`src/rtl/mux_arb_nto1.sv`:
```
// N-input registered mux with valid/ready on every port; fixed-select or
// round-robin arbitration feeding a one-entry output register.
module mux_arb_nto1 #(
  parameter  int N  = 3,
  parameter  int W  = 8,
  localparam int SW = $clog2(N)
) (
  input  logic           clk,
  input  logic           rst_n,
  input  logic [N*W-1:0] in_data,
  input  logic [N-1:0]   in_valid,
  output logic [N-1:0]   in_ready,
  input  logic           mode,
  input  logic [SW-1:0]  sel,
  output logic [W-1:0]   out_data,
  output logic           out_valid,
  input  logic           out_ready,
  output logic [SW-1:0]  grant
);

  logic [N-1:0][W-1:0] lane_data;
  logic [SW-1:0]       ptr;
  logic [SW-1:0]       choice;
  logic                choice_vld;
  logic                can_load;
  logic                xfer;

  assign lane_data = in_data;
  assign can_load  = !out_valid || out_ready;
  // rst_n gating keeps in_ready low for the whole reset window
  assign xfer      = choice_vld && can_load && rst_n;

  always_comb begin
    int idx;
    idx        = 0;
    choice_vld = 1'b0;
    choice     = '0;
    if (mode) begin
      for (int k = 0; k < N; k++) begin
        idx = (int'(ptr) + k) % N;
        if (!choice_vld && in_valid[idx]) begin
          choice_vld = 1'b1;
          choice     = SW'(idx);
        end
      end
    end else begin
      // compare against each legal index so sel >= N simply never matches
      for (int i = 0; i < N; i++) begin
        if (sel == SW'(i) && in_valid[i]) begin
          choice_vld = 1'b1;
          choice     = SW'(i);
        end
      end
    end
  end

  for (genvar i = 0; i < N; i++) begin : g_rdy
    assign in_ready[i] = xfer && (choice == SW'(i));
  end

  always_ff @(posedge clk or negedge rst_n) begin
    if (!rst_n) begin
      out_data  <= '0;
      out_valid <= 1'b0;
      grant     <= '0;
      ptr       <= '0;
    end else if (xfer) begin
      out_data  <= lane_data[choice];
      out_valid <= 1'b1;
      grant     <= choice;
      ptr       <= (choice == SW'(N-1)) ? '0 : choice + 1'b1;
    end else if (out_ready) begin
      out_valid <= 1'b0;
    end
  end

endmodule

```
`config.mk`:
```
export PLATFORM = sky130hd
export DESIGN_NAME = mux_arb_nto1
export DESIGN_NICKNAME = d
export VERILOG_FILES = /design/src/rtl/mux_arb_nto1.sv
export SDC_FILE = /design/constraint.sdc
export NUM_CORES = 1
export LEC_CHECK = 0
export ABC_AREA = 1
export BUFFER_PORTS_ARGS = -buffer_cell sky130_fd_sc_hd__buf_2
export CORE_MARGIN = 1.5
export CORE_UTILIZATION = 40
export CTS_CLUSTER_SIZE = 25
export DETAILED_ROUTE_END_ITERATION = 6
export MAX_ROUTING_LAYER = met4
export PLACE_DENSITY = 0.76
export SLEW_MARGIN = 20
export SYNTH_ARGS = -nofsm -noshare
export SYNTH_HDL_FRONTEND = slang
export SYNTH_SLANG_ARGS = --single-unit
```
`constraint.sdc`:
```
create_clock -name clk -period 6.36 [get_ports clk]
set_clock_uncertainty 0.15 [all_clocks]
set_input_delay 0.636 -clock clk [delete_from_list [all_inputs] [get_ports clk]]
set_output_delay 0.636 -clock clk [all_outputs]
set_load 0.05 [all_outputs]
```
==> results.md, run 1 <==
* Sequential share of the synthesized area at 0.2925
* Total of warnings raised by yosys at 0
* Primary flip-flop cell chosen by synthesis mapping: dfrtp_1
* Crit path required time at 5570 ps
* Longest Clk Path Bufs at 2
* Wirelength, routed at 2677 um
* Distinct cell type count of the synthesized netlist at 20
* Area post-placement at 1365 um2
* Global route total overflow at 0
* Share of total power consumed by net switching at 0.5894
* Setup repair after global routing missed its margin: false
* Result of the run: finished clean
* Total core area at 2545 um2
* Minimum setup slack among reg-to-reg paths at 3710 ps
* Buffers inserted by post-CTS timing repair at 0
* Layout Nets at 256
* Initial DRC count at 29
* Num CTS Buffers at 3
* Antenna Diode Count at 0
* Critical path class: reg2out
* Resized cells post-CTS at 0
* Wire per inst at 10.79 um
* Synthesized area per cell at 6.543 um2
* TritonCTS clock tree: yes
* Routability-driven placement congestion ratio at 0.8515
* Number of design rule violations left after detail routing at 0
* Number of vias in the routed layout at 1221
* Maximum operating frequency at 268.9 MHz
* Share of cells above drive strength 1 at 0.3028
* Net Count, Synth at 207
* Die outline width at 55.74 um
* Critical path capture point type: primary output
* Per-cell via count in the routed design at 4.923
* Fill cells at 272
* Detailed placement HPWL at 2135 um
* Area leader, netlist: dfrtp_1
* Peak VDD IR at 0.2633 mV
* Post-Synthesis Cells at 170
* Total net switching power at 0.3999 mW
* Final setup fails at 0
* # H-tree levels at 1
* Reg2Reg Depth at 12
* Share of synthesized registers carrying an async set or reset at 1.000
* Crit path max fanout at 13
* Max-slew violations at 0
* Starting utilization of the core area at 0.4371
* Proportion of netlist area held by the largest area contributor at 0.2925
* Tightest Hold Check Type: in2async
* Cell types with the largest area share after synthesis: dfrtp_1, nand2_1, nand3_1
* Post-route fraction of the period consumed by the critical path at 0.5847
* Logic gate share of total power at 0.715
* Tot GR Track Use at 0.1854
* Clock-pin slew reported for the worst setup and hold paths after clock tree synthesis at 80 ps
* Final Hold Viols at 0
* Tightest Pin Transition at 514.4 ps
* Power density relative to cell area at 487.7 nW/um2
* Number of primary I/O pins at 47
* CP arrival at 2930 ps
* Clock Tree Root: clkbuf_4
* Via count of the first global-routing pass at 1073
* Quantity of I/O buffers inserted on ports at 46
* Synth Register Bits at 13
* Clk sink count at 13
* Final std cell area, no fill at 1391 um2
* Final-layout setup total negative slack at 0 ps
* Seq pwr share at 0.209
* Cell Int Power at 0.2786 mW
* Worst R2R End: ptr[0]
* Signed area change from the synthesized netlist to the final layout at 25.08%
* Count leader, synth: nand2_1
* Startpoint kind of the worst setup timing path: flip-flop
* Number of nets still failing antenna checks after routing at 0
* Wire length of the first global-routing pass at 4526 um
* Max-slew headroom at the worst pin at 0.6567
* Pre-antenna DRT Iters at 4
* Latest clock arrival within the worst-skew pair at 280 ps
* Initial antenna violation count at 0
* Post-synthesis instance area at 1112 um2
* Post-synth EDFFs at 0
* Total of hold buffers inserted after clock tree synthesis at 0
* Pin count of the biggest net entering global routing at 15
* Relative contribution of the clock network to total power at 0.075
* Crit Reg-Reg Startpoint: ptr[0]
* Leakage at 0.8281 nW
* Final Critical Period at 3719 ps
* Max capacitance violation total at 0
* Vertical die dimension at 55.74 um
* FP Rows at 18
* Cell types with the highest counts after synthesis: nand2_1, inv_1, nand3_1
* Die Outline Area at 3106 um2
[state kept, by name, summed over array words and instances, names as in the netlist]
| register | cells |
|---|---|
| grant | 2 |
| out_data | 8 |
| out_valid | 1 |
| ptr | 2 |
[kinds of logic after synthesis]
logic type,after synthesis,share of synthesized area
AO/OA/AOI/OAI,8,0.06076
adder cells (fa/ha/maj),4,0.04500
buffers and inverters,25,0.09111
flip-flops,13,0.2925
AND/OR/NAND/NOR,120,0.5107
[stage by stage]
stage / total power [mW] / setup slack [ps] / instances / utilization / hold slack [ps]
global placement: 0.6267 / 2985 / 244 / 0.5364 / 333.5
global route: 0.7404 / 2328 / 248 / 0.5467 / 100.9
CTS: 0.6819 / 2625 / 248 / 0.5467 / 94.48
detailed placement: 0.6294 / 2924 / 244 / 0.5364 / 349.2
finish: 0.6785 / 2641 / 248 / 0.5467 / 88.12
floorplan: 0.5309 / 3368 / 170 / - / 190.4
[how the worst max path moves through the flow]
| stage | start | to | slack (ps) |
|---|---|---|---|
| floorplan | ptr[0] | in_ready[1] | 3370 |
| global placement | in_valid[2] | in_ready[0] | 2990 |
| detailed placement | ptr[0] | in_ready[0] | 2920 |
| CTS | ptr[0] | in_ready[0] | 2620 |
| global route | ptr[0] | in_ready[0] | 2330 |
| finish | ptr[0] | in_ready[0] | 2640 |
[area by class of cell]
cell class | instances | area (um2) | area share
multi-input combinational | 132 | 685.7 | 0.4928
sequential | 13 | 325.3 | 0.2338
timing repair buffer | 46 | 230.2 | 0.1655
inverter | 23 | 86.33 | 0.06205
tap | 30 | 37.54 | 0.02698
clock buffer | 4 | 26.28 | 0.01888
[layer usage]
metal | global-route usage | part of all wire | wire length (um)
met3 | 0.03721 | 0.047 | 126
met2 | 0.3061 | 0.48 | 1297
met5 | - | 0 | 0
met4 | 0.04181 | 0.0052 | 14
met1 | 0.2342 | 0.46 | 1239
[worst max-delay path, stage by stage, from the launching register on]
cell and delay [ps]:
dfrtp_1 380, inv_1 90, ha_1 360, inv_1 120, nand3_1 100, nand2_1 100, nand2_1 90, nor2_1 40
nor2_2 420, inv_2 220, a21oi_4 330, nand2_2 110, inv_1 60, buf_2 250
[power by group through the flow]
| stage | Sequential, mW | Clock, mW | Combinational [mW] |
|---|---|---|---|
| finish | 0.142 | 0.0511 | 0.485 |
| global route | 0.146 | 0.0567 | 0.538 |
| global placement | 0.144 | 0 | 0.483 |
| CTS | 0.142 | 0.0526 | 0.488 |
| detailed placement | 0.143 | 0 | 0.486 |
| floorplan | 0.253 | 0 | 0.278 |
[layout by cell type (no fill, tap or decap), drive strengths merged]
cell type  instances
nand2             74
buf               46
nand3             24
inv               23
dfrtp             13
nand4             12
nor2               8
o21ai              6
ha                 4
clkbuf             4
nand3b             2
a21oi              1
o22ai              1
(Power assumes the default switching activity.)
==> inputs of run 2 (changes only) <==
PLACE_DENSITY = 0.78   (was 0.76)
clock period = 3 ns   (was 6.36 ns; I/O delays follow)
==> run 2 against run 1 <==
Net effect:
- power up 120%
- via count increased by 4.7%
- first-iteration DRC count increased by 62%
- critical path type unchanged
- register-to-register slack got worse by 3000 ps
- core utilization up 1.5 points
- sequential cell count did not move
- worst setup slack worse by 2400 ps
- die area stayed put
- largest cell class unchanged
- critical path depth grew 1
==> results.md, run 2 (synthesis gave the netlist of run 1 again) <==
* Num CTS Buffers at 3
* Pre-antenna DRT Iters at 4
* Starting utilization of the core area at 0.4371
* Startpoint kind of the worst setup timing path: flip-flop
* Area post-placement at 1380 um2
* Crit Reg-Reg Startpoint: ptr[0]
* Flip-flop count of the largest register after layout at 8
* Worst-case setup margin in the final layout at 198.8 ps
* Worst setup startpoint: ptr[0]
* Cell Int Power at 0.6096 mW
* Critical path capture point type: primary output
* Detailed placement HPWL at 2263 um
* Seq pwr share at 0.204
* Result of the run: finished clean
* Fill cells at 276
* Final Critical Period at 2801 ps
* Most flops, register: out_data
* Quantity of I/O buffers inserted on ports at 46
* Number of primary I/O pins at 47
* Wirelength, routed at 2810 um
* Tightest Pin Transition at 392.7 ps
* Share of total power consumed by net switching at 0.5851
* Logic gate share of total power at 0.723
* Number of nets still failing antenna checks after routing at 0
* Per-cell via count in the routed design at 5.092
* Max-slew headroom at the worst pin at 0.7376
* Layout Nets at 259
* Setup Slack @ Placement at 398.7 ps
* Power consumption at 1.469 mW
* TritonCTS clock tree: yes
* Routability-driven placement congestion ratio at 0.9022
* CP arrival at 2350 ps
* Tot GR Track Use at 0.1974
* Total net switching power at 0.8595 mW
* Leakage at 0.8424 nW
* Hold path startpoint: out_ready
* Relative contribution of the clock network to total power at 0.073
* Signed area change from the synthesized netlist to the final layout at 28.46%
* # H-tree levels at 1
* Die outline width at 55.74 um
* Buffers inserted by post-CTS timing repair at 0
* Wire length of the first global-routing pass at 4947 um
* Number of design rule violations left after detail routing at 0
* Maximum operating frequency at 357.0 MHz
* Wire per inst at 11.20 um
* Leading cell type in the layout, fill and taps excluded: nand2_1
* Non-filler cells, final at 251
* Initial antenna violation count at 0
* Largest registers ranked by flip-flop count: out_data x8, grant x2, ptr x2
* Vertical die dimension at 55.74 um
* Latest clock arrival within the worst-skew pair at 270 ps
* FP Rows at 18
* Number of instances in the placed design at 246
* Most frequent cells in the layout: nand2_1, buf_2, nand3_1
* Final std cell area, no fill at 1429 um2
* Max capacitance violation total at 0
* Power density relative to cell area at 1028 nW/um2
* Longest Clk Path Bufs at 2
* Final setup fails at 0
* Clock-pin slew reported for the worst setup and hold paths after clock tree synthesis at 80 ps
* Global route total overflow at 0
* Clock Tree Root: clkbuf_4
* Crit path max fanout at 10
* Share of cells above drive strength 1 at 0.3167
* Total core area at 2545 um2
* Final Hold Viols at 0
* Tightest Hold Check Type: in2reg
* Initial DRC count at 47
* Max-slew violations at 0
* Pin count of the biggest net entering global routing at 15
* Combined area of the multi-input logic cells at 693.2 um2
* Clk sink count at 13
* Peak VDD IR at 0.6659 mV
* Post-route fraction of the period consumed by the critical path at 0.9337
* Sequential standard cell area at 325.3 um2
* Final-layout setup total negative slack at 0 ps
* Crit path required time at 2550 ps
* Number of vias in the routed layout at 1278
* Antenna Diode Count at 0
* Critical path class: reg2out
* Setup repair after global routing missed its margin: false
* Die Outline Area at 3106 um2
* Via count of the first global-routing pass at 1151
==> run 2: timing repair <==
item	in CTS	in global routing
hold buffers	1	0
resized for setup	0	7
endpoints found under the hold margin	13	0
setup endpoints to repair	0	3
==> run 2: area by class of cell <==
type,count,area share
multi-input cells,132,0.4851
flip-flops and latches,13,0.2277
inverters,23,0.06042
clock buffers,4,0.01839
repair buffers,49,0.1821
well taps,30,0.02627
==> run 2: power by group through the flow <==
stage / clock [mW] / sequential, mW / combinational [mW]
detailed placement: 0 / 0.305 / 1.04
finish: 0.107 / 0.300 / 1.06
CTS: 0.112 / 0.301 / 1.05
floorplan: 0 / 0.536 / 0.590
global route: 0.121 / 0.311 / 1.17
global placement: 0 / 0.299 / 1.03
==> run 2: path summary, 6_finish.rpt <==
path                                to  slack (ps)  depth (start not counted)
setup reg to reg           out_data[3]         750                         14
hold reg to reg              out_valid         360                          2
setup / recovery           in_ready[0]         200                         14
min in group asynchronous  out_data[7]         300                          2
hold / removal               out_valid         130                          4
max in group asynchronous       ptr[1]        2150                          2
==> run 2: per-layer routing <==
metal / routed length (um) / track usage / part of all wire / up-vias
met5: 0 / - / 0 / -
met4: 0 / 0.04181 / 0 / 0
met3: 181 / 0.03256 / 0.064 / 0
met2: 1414 / 0.3282 / 0.50 / 47
met1: 1214 / 0.2529 / 0.43 / 580
li1: - / - / - / 651
==> run 2: critical path, cell delays in order, from the launching register on <==
cell,delay [ps]
dfrtp_1,410
inv_1,130
ha_2,320
inv_2,110
nand2_1,60
nand3_1,60
nand2_1,100
nand2_2,90
nand2_1,70
nand2_2,80
nand3_4,130
a21oi_4,170
nand2_2,80
inv_1,60
clkbuf_4,220
==> run 2: per-stage QoR <==
stage / utilization / hold slack, ps
after CTS: 0.5565 / 132.5
after detailed placement: 0.5423 / 61.36
after global placement: 0.5423 / 59.12
after floorplan: - / -145.6
final: 0.5615 / 131.8
after global routing: 0.5615 / 145.1
==> inputs of run 3 (changes only) <==
REMOVE_ABC_BUFFERS = 1   (was default)
==> run 3 against run 2 <==
Net effect:
- routed wire length grew 0.89%
- largest cell class unchanged
- highest routed layer is now met4
- first-iteration DRC count shrank 28%
- critical path depth is the same
- sequential cell count is the same
==> results.md, run 3 (synthesis gave the netlist of run 1 again) <==
* Final-layout setup total negative slack at 0 ps
* Wire length of the first global-routing pass at 4905 um
* Crit path max fanout at 10
* Reg2Reg Depth at 14
* Leakage at 0.8434 nW
* WL met2 at 1332 um
* Die Outline Area at 3106 um2
* Post-route fraction of the period consumed by the critical path at 0.9297
* Vertical die dimension at 55.74 um
* CP arrival at 2340 ps
* Tightest Pin Transition at 376.1 ps
* Starting utilization of the core area at 0.4371
* TritonCTS clock tree: yes
* Met3 routed WL at 191 um
* FP Rows at 18
* Number of primary I/O pins at 47
* Detailed placement HPWL at 2233 um
* Pin count of the biggest net entering global routing at 15
* Max-slew violations at 0
* Clock Tree Root: clkbuf_4
* Worst R2R End: out_data[7]
* Final Critical Period at 2789 ps
* Critical path capture point type: primary output
* Largest registers ranked by flip-flop count: out_data x8, grant x2, ptr x2
* Flip-flop count of the largest register after layout at 8
* Share of cells above drive strength 1 at 0.3122
* # H-tree levels at 1
* Power density relative to cell area at 1028 nW/um2
* Signed area change from the synthesized netlist to the final layout at 28.23%
* Startpoint kind of the worst setup timing path: flip-flop
* Tot GR Track Use at 0.2017
* Peak VDD IR at 0.7067 mV
* Via count of the first global-routing pass at 1140
* Wire per inst at 11.29 um
* Hold path startpoint: out_ready
* Die outline width at 55.74 um
* Most frequent cells in the layout: nand2_1, buf_2, nand3_1
* Maximum operating frequency at 358.5 MHz
* Clk sink count at 13
* Minimum setup slack among reg-to-reg paths at 760 ps
* Initial DRC count at 34
* Tightest Hold Check Type: in2reg
* Num CTS Buffers at 3
* Max capacitance violation total at 0
* Pre-antenna DRT Iters at 5
* Highest signal layer in the routed design: met4
* Per-cell via count in the routed design at 4.904
* Final Hold Viols at 0
* Crit Reg-Reg Startpoint: ptr[1]
* Number of nets still failing antenna checks after routing at 0
* Setup repair after global routing missed its margin: false
* Quantity of I/O buffers inserted on ports at 46
* Max-slew headroom at the worst pin at 0.7486
* Worst setup startpoint: ptr[0]
* Most flops, register: out_data
* M1 WL at 1290 um
* Global route total overflow at 0
* Layout Nets at 259
* Routability-driven placement congestion ratio at 0.8699
* Final setup fails at 0
* Wirelength, routed at 2835 um
* Number of design rule violations left after detail routing at 0
* Latest clock arrival within the worst-skew pair at 280 ps
* Crit path required time at 2550 ps
* Result of the run: finished clean
* Longest Clk Path Bufs at 2
* Area post-placement at 1380 um2
* Initial antenna violation count at 0
* Number of vias in the routed layout at 1231
* Worst setup path end: in_ready[0]
* Critical path class: reg2out
* Clock-pin slew reported for the worst setup and hold paths after clock tree synthesis at 90 ps
* Leading cell type in the layout, fill and taps excluded: nand2_1
* Antenna Diode Count at 0
* Final std cell area, no fill at 1426 um2
* Total core area at 2545 um2
==> run 3: cell type report <==
type	instances	area (um2)
Clock buffer	4	26.28
Sequential cell	13	325.3
Tap cell	30	37.54
Inverter	23	86.33
Fill cell	275	1119
Timing Repair Buffer	49	260.3
Multi-Input combinational cell	132	690.7
==> run 3: power by group <==
group,switching (mW),internal (mW)
Sequential,0.0430,0.255
Clock,0.0598,0.0516
Combinational,0.759,0.298
Total,0.862,0.605
==> run 3: worst min-delay path by stage <==
stage	to	slack (ps)	cells after the start
global placement	out_data[2]	60	1
global route	out_valid	140	4
CTS	out_valid	130	4
detailed placement	out_data[2]	70	1
floorplan	grant[0]	-150	0
finish	out_valid	120	4
==> run 3: metrics by stage <==
step	total power, mW	hold slack [ps]	util	worst slack, ps	std cells
3_5_place_dp	1.342	71.13	0.5423	460.6	246
6_report	1.466	124.3	0.5605	210.8	251
3_3_place_gp	1.330	59.01	0.5423	504.9	246
4_1_cts	1.457	129.3	0.5565	130.9	251
2_1_floorplan	1.117	-145.6	-	207.6	168
5_1_grt	1.593	139.2	0.5605	8.255	251
==> run 3: critical path, cell delays in order, from the launching register on <==
cell	delay [ps]
dfrtp_1	380
inv_1	90
ha_1	380
inv_2	130
nand2_1	60
nand3_1	60
nand2_1	90
nand2_2	80
nand2_1	60
nand2_2	70
nand3_4	140
a21oi_4	170
nand2_2	70
inv_1	60
clkbuf_4	220
==> run 3: per-layer routing <==
metal	vias to the layer above	global-route usage
met4	0	0.04181
met5	-	-
li1	652	-
met2	36	0.3129
met3	2	0.05116
met1	541	0.2665
==> run 3: timing repair <==
action                     4_1_cts  5_1_grt
setup endpoints to repair        0        2
hold endpoints to repair        13        0
resized for setup                0        4
buffers inserted                 0        0
hold buffers                     1        0
